===== src/rtl/module_data_memory_arbiter.sv =====
// Two-port round-robin arbiter in front of the single-port data memory.
// A (CPU) and B (loader/debug) share it; bursts are capped at MAX_BURST.
//
// Ports:
//   clk, rst_n                 clock, async active-low reset
//   a_req/a_we/a_addr/a_wdata  port A request, write flag, address, data
//   a_gnt                      port A accepted this cycle (combinational)
//   a_rvalid/a_rdata           port A read response, cycle after grant
//   b_*                        same for port B
//   mem_wr_en/mem_addr         memory write enable and word address
//   mem_data_in/mem_data_out   memory write data and registered read data
module module_data_memory_arbiter #(
  parameter int WORD_SIZE    = 32,
  parameter int ADDRESS_BITS = 32,
  parameter int MAX_BURST    = 4
) (
  input  logic                    clk,
  input  logic                    rst_n,
  input  logic                    a_req,
  input  logic                    a_we,
  input  logic [ADDRESS_BITS-1:0] a_addr,
  input  logic [WORD_SIZE-1:0]    a_wdata,
  output logic                    a_gnt,
  output logic                    a_rvalid,
  output logic [WORD_SIZE-1:0]    a_rdata,
  input  logic                    b_req,
  input  logic                    b_we,
  input  logic [ADDRESS_BITS-1:0] b_addr,
  input  logic [WORD_SIZE-1:0]    b_wdata,
  output logic                    b_gnt,
  output logic                    b_rvalid,
  output logic [WORD_SIZE-1:0]    b_rdata,
  output logic                    mem_wr_en,
  output logic [ADDRESS_BITS-1:0] mem_addr,
  output logic [WORD_SIZE-1:0]    mem_data_in,
  input  logic [WORD_SIZE-1:0]    mem_data_out
);

  localparam int CW =
    (MAX_BURST > 1) ? $clog2(MAX_BURST) : 1;
  localparam logic [CW-1:0] CAP =
    CW'(MAX_BURST - 1);

  typedef enum logic {
    OWN_A = 1'b0,
    OWN_B = 1'b1
  } owner_e;

  owner_e        last_owner;
  logic [CW-1:0] burst_cnt;
  // run: the previous edge carried a grant, so
  // last_owner is mid-burst and may continue.
  logic          run;

  logic          keep;
  logic          pick_b;
  logic          any_gnt;
  owner_e        winner;

  always_comb begin
    keep   = run && (burst_cnt < CAP);
    pick_b = 1'b0;
    unique case (1'b1)
      (a_req && !b_req): pick_b = 1'b0;
      (!a_req && b_req): pick_b = 1'b1;
      (a_req && b_req):
        pick_b = keep ? (last_owner == OWN_B)
                      : (last_owner == OWN_A);
      default: pick_b = 1'b0;
    endcase
  end

  assign a_gnt   = rst_n && a_req && !pick_b;
  assign b_gnt   = rst_n && b_req && pick_b;
  assign any_gnt = a_gnt || b_gnt;
  assign winner  = b_gnt ? OWN_B : OWN_A;

  // With no grant the mux rests on port A.
  always_comb begin
    mem_wr_en   = (a_gnt && a_we) ||
                  (b_gnt && b_we);
    mem_addr    = '0;
    mem_data_in = '0;
    if (rst_n) begin
      mem_addr    = b_gnt ? b_addr : a_addr;
      mem_data_in = b_gnt ? b_wdata : a_wdata;
    end
  end

  assign a_rdata = mem_data_out;
  assign b_rdata = mem_data_out;

  always_ff @(posedge clk or negedge rst_n) begin
    if (!rst_n) begin
      last_owner <= OWN_B;
      burst_cnt  <= '0;
      run        <= 1'b0;
      a_rvalid   <= 1'b0;
      b_rvalid   <= 1'b0;
    end else begin
      a_rvalid <= a_gnt && !a_we;
      b_rvalid <= b_gnt && !b_we;
      if (any_gnt) begin
        if (run && (winner == last_owner)) begin
          if (burst_cnt != CAP)
            burst_cnt <= burst_cnt + 1'b1;
        end else begin
          burst_cnt <= '0;
        end
        last_owner <= winner;
        run        <= 1'b1;
      end else begin
        burst_cnt <= '0;
        run       <= 1'b0;
      end
    end
  end

endmodule


===== config.mk =====
export PLATFORM = sky130hd
export DESIGN_NAME = module_data_memory_arbiter
export DESIGN_NICKNAME = d
export VERILOG_FILES = /design/src/rtl/module_data_memory_arbiter.sv
export SDC_FILE = /design/constraint.sdc
export NUM_CORES = 1
export LEC_CHECK = 0
export BUFFER_PORTS_ARGS = -buffer_cell sky130_fd_sc_hd__clkbuf_2
export CAP_MARGIN = 15
export CORE_AREA = 2 2 116 118
export DETAILED_ROUTE_END_ITERATION = 8
export DIE_AREA = 0 0 118 120
export PLACE_DENSITY = 0.55
export SLEW_MARGIN = 25
export SYNTH_ARGS = -nofsm -noshare
export SYNTH_HDL_FRONTEND = slang
export SYNTH_SLANG_ARGS = --single-unit

===== constraint.sdc =====
create_clock -name clk -period 2.6 [get_ports clk]
set_input_delay 0.39 -clock clk [delete_from_list [all_inputs] [get_ports clk]]
set_output_delay 0.39 -clock clk [all_outputs]
set_load 0.005 [all_outputs]

# After elaboration in Yosys (flattened, before gate mapping)
# Cells that the tools add are included.
# word_totals
regBits	6
# classes
n_reduce_logical	18
n_eq_ne	3
muxes	11
bitwise	1
magnitude_cmp	1
n_addsub	1
# ops
operator	count
two-way mux 32 bit	4
logical AND 1 bit	12
two-way mux 2 bit	3
logical NOT 1 bit	4
two-way mux 1 bit	3
inequality test 3 x 2 -> 1 bit, second input constant	1
adder 2 x 1 -> 2 bit, second input constant	1
logical OR 1 bit	2
less-than comparator 2 bit, second input constant	1
inequality test 2 bit, second input constant	1
one-hot mux 1 bit (2 select lines)	1
equality test 1 bit	1
inverter 1 bit	1

# Depth between registers and ports, before layout
# logic_depth
depth_word	10
mapped_depth	6

# Least setup slack after synthesis
# No wires, ideal clock.
# synth_path
path_type	reg-to-output
startpoint	reg burst_cnt[0]
endpoint	out mem_addr[0]
slack_ns	0.805
arrival_ns	1.405
path_stages_with_launch	7
cell_sequence	dfrtp_1 ha_1 nor2b_1 o211a_1 buf_6 buf_6 mux2i_1
# synth_between
elab_chain_len	7
# synth_lines
element	line_no	text
start: declaration	50	logic [CW-1:0] burst_cnt;
start signal: assignment	106	burst_cnt <= burst_cnt + 1'b1;
less-than comparator 2 bit	61	keep = run && (burst_cnt < CAP);
logical AND 1 bit	61	
two-way mux 1 bit	67	pick_b = keep ? (last_owner == OWN_B)
one-hot mux 1 bit (2 select lines)	63	unique case (1'b1)
logical AND 1 bit	74	assign b_gnt = rst_n && b_req && pick_b;
two-way mux 32 bit	85	mem_addr = b_gnt ? b_addr : a_addr;
two-way mux 32 bit	84	if (rst_n) begin
end: declaration	34	output logic [ADDRESS_BITS-1:0] mem_addr,
# No other way between the ends.

# Worst setup path after layout
# layout_path
startpoint	reg burst_cnt[0]
endpoint	out mem_data_in[0]
# layout_between
elab_chain_len	7
# layout_lines
element	line_no	text
less-than comparator 2 bit	61	
logical AND 1 bit	61	
two-way mux 1 bit	67	
one-hot mux 1 bit (2 select lines)	63	
logical AND 1 bit	74	
two-way mux 32 bit	86	mem_data_in = b_gnt ? b_wdata : a_wdata;
two-way mux 32 bit	84	
end: declaration	35	output logic [WORD_SIZE-1:0] mem_data_in,
# No other way between the ends.

==> qor.csv <==
stage,metric,value,unit
run_status,status,"complete, no violations",
placement,place_hpwl,6170,um
floorplanning,floorplan.die.width,118,um
synthesis,synthesis.nets,475,
clock_network,cts_made_buffers,3,
setup_path,critical_path_peak_fanout,24,
pwr,power,0.885,mW
placement,worst_slack_at_placement,0.374,ns
min_path,min-delay-path-class,in -> reg,
setup_path,critPathRequiredTime,2.21,ns
timing,timing_hold_violations_final,0,
clock_network,cts.repair.resized,0,
floorplanning,total_die_area,0.0142,sq mm
route,detail_route.wl_per_cell,11.9,um
setup_path,cp_top_family,buffers and inverters,
pwr,switching_share,34.6,%
pwr,power_per_cell_area,310,mW/mm^2
pwr,static-leakage-power,1.70,nW
clock_network,clock_root_buffer,clkbuf_16,
route,routed_wirelength,7270,um
clock_network,cts_max_level,1,
placement,place_congestion,0.798,
setup_path,cp_slowest_stage_delay,0.38,ns
timing,worst-slew-pin-transition,0.466,ns
route,dr.pass1.iters,4,
timing,setup_tns,0,ns
clock_network,tritoncts,done,
floorplanning,placeableCoreArea,0.0130,sq mm
setup_path,worstPathCellList,"ha_1, nor2b_1, o211a_4, buf_12, mux2i_1, clkbuf_2",
timing,timing.max_slew.rel_slack,69.0,%
grt,antenna_found_initial,0,
floorplanning,starting_density_of_the_core,15.9,%
route,detailedRoute.firstIterationViolations,78,
clock_network,clock_sinks,6,
synthesis,synth_area_per_cell,6.71,sq um
finish,diodes,0,
setup_path,timing.critical_path.slowest_stage_cell,dfrtp_1,
clock_network,cts.reportedPaths.clkPinSlew,0.04,ns
timing,rsz0062_at_grt,false,
finish,layout-drive-gt1-share,49.7,%
synthesis,synthesis.instances,308,
timing,fin_crit,2.47,ns
synthesis,synth.yosys.seq_area_share,7.32,%
finish,area_growth_syn_to_layout,38.1,%
setup_path,worst-endpoint-arrival,2.08,ns
floorplanning,chipHeight,120,um
clock_network,post-cts-setup-buffer-count,0,
pwr,power_report.internal_total,0.579,mW
pwr,net_switching_power_figure,0.307,mW
route,drc,0,
grt,number_of_global_route_vias_before_repair,2069,
pwr,power_frac_comb,57.4,%
route,antenna_left,0,
setup_path,type_of_origin_of_the_critical_path,register,
timing,fin_skew,0.00594,ns
pwr,pwr-share-clk,30.0,%
synthesis,synth.lib_cells_used.distinct,24,
clock_network,clk_path_buf_depth,2,
finish,nNetsFinal,603,
pwr,power_frac_seq,12.6,%
grt,grtUsageTotal,9.23,%
placement,input_output_buffers,202,
setup_path,cp_num_buf_inv,2,
clock_network,clkLatencyLatePin,0.24,ns
synthesis,yosys_warnings,0,
grt,grt_pass1_wl,10600,um
grt,grt_max_degree,46,
setup_path,type_of_the_setup_path_with_the_least_slack,reg -> out,
route,route.vias.total,2317,
grt,grt.overflow.total,0,
synthesis,syn_area,0.00207,sq mm
floorplanning,placementRows,42,
timing,fin_ws,0.126,ns
floorplanning,floorplan.io_pins,299,
finish,filler_cell_count,1517,
timing,finalMaxSlewViolations,0,
pwr,ir_drop_worst_case_vdd,143,uV
synthesis,synth_seq_cells,6,
job,max_capacitance_violation_count,0,
timing,post-route-period-util,95.1,%
setup_path,crit_path_end_kind,primary output,
clock_network,cts.hold.buffers_added,0,
route,vias_per_cell,3.79,
timing,clock.fmax,404,MHz
timing,timing.final.setup_violations,0,
[area by class of cell]
| cell class | count | area [sq um] | share of cell area [%] |
|---|---|---|---|
| multi-input cells | 215 | 1290 | 45.3 |
| repair buffers | 210 | 1110 | 38.9 |
| well taps | 176 | 220 | 7.71 |
| flip-flops and latches | 6 | 151 | 5.30 |
| clock buffers | 4 | 78.8 | 2.76 |
[metal layers]
layer / global-route usage [%] / vias up / wire length, um
li1: - / 1178 / -
met1: 9.18 / 962 / 2590
met2: 17.9 / 152 / 3720
met3: 2.90 / 25 / 743
met4: 3.31 / 0 / 218
met5: 0 / - / 0
[cells by family after synthesis]
logic type,after synthesis,synth area share [%]
muxes,67,32.5
xor gates and xnor gates,1,0.424
and+or+nand+nor,142,27.1
adders and majority gates,1,0.605
DFF,6,7.32
buffers and inverters,87,30.4
AOI/OAI and AO/OA,4,1.63
[worst paths after layout]
check                        startpoint             end  slack, ns  cells after the start
setup / recovery           burst_cnt[0]  mem_data_in[0]       0.13                      6
hold / removal                     a_we        a_rvalid       0.34                      2
setup reg to reg           burst_cnt[0]        b_rvalid       1.13                      4
hold reg to reg            burst_cnt[1]    burst_cnt[1]       0.53                      2
max in group asynchronous         rst_n      last_owner       1.88                      2
min in group asynchronous         rst_n        b_rvalid       0.47                      2
[placed cells by master (no fill, tap or decap)]
master / n
a21o_1: 1
a22o_1: 1
and3_1: 1
and4b_1: 1
buf_12: 3
buf_4: 6
clkbuf_1: 1
clkbuf_16: 3
clkbuf_2: 201
dfrtp_1: 5
dfstp_2: 1
ha_1: 1
mux2_2: 1
mux2i_1: 66
nand2_1: 130
nand3_1: 3
nand4_1: 1
nand4bb_1: 1
nor2_1: 3
nor2b_1: 1
nor3_1: 1
o211a_4: 1
o21a_1: 1
xor2_1: 1
[synth_stat cells (all sizes together)]
cell     instances  share of area (%)
and4b            1               0.48
mux2i           66                 32
buf             75                 28
nand4bb          1               0.54
nand3            3               0.73
nor2             3               0.54
dfstp            1                1.3
xor2             1               0.42
mux2             1               0.54
nand4            1               0.30
nor3             1               0.24
a22o             1               0.42
clkbuf          12                2.2
dfrtp            5                6.1
o211a            1               0.48
ha               1               0.61
o21a             1               0.36
nand2          130                 24
and3             1               0.30
a21o             1               0.36
nor2b            1               0.30
[worst register-to-register path: stages, from the launching register on]
cell and delay, ns:
dfrtp_1 0.38, ha_1 0.27, nor2b_1 0.17, o211a_4 0.36
and4b_1 0.23
[per-stage QoR]
stage                     instance area (sq um)  util [%]  hold WS [ns]  cells
after detailed placement                   2780      21.4         0.537    607
after global placement                     2780      21.4         0.524    607
after CTS                                  2860      22.0         0.341    611
final                                      2860      22.0         0.341    611
after floorplan                            2070         -        0.0944    308
after global routing                       2860      22.0         0.357    611
[registers in the layout, indices dropped and copies added (netlist names)]
name	cells
run	1
b_rvalid	1
a_rvalid	1
burst_cnt	2
last_owner	1
[power by group through the flow]
stage / logic [mW] / clock network [mW] / registers [mW]
CTS: 0.516 / 0.268 / 0.112
detailed placement: 0.513 / 0 / 0.112
finish: 0.508 / 0.266 / 0.112
floorplan: 0.363 / 0 / 0.111
global route: 0.559 / 0.277 / 0.113
global placement: 0.511 / 0 / 0.112
(Power assumes the default switching activity.)
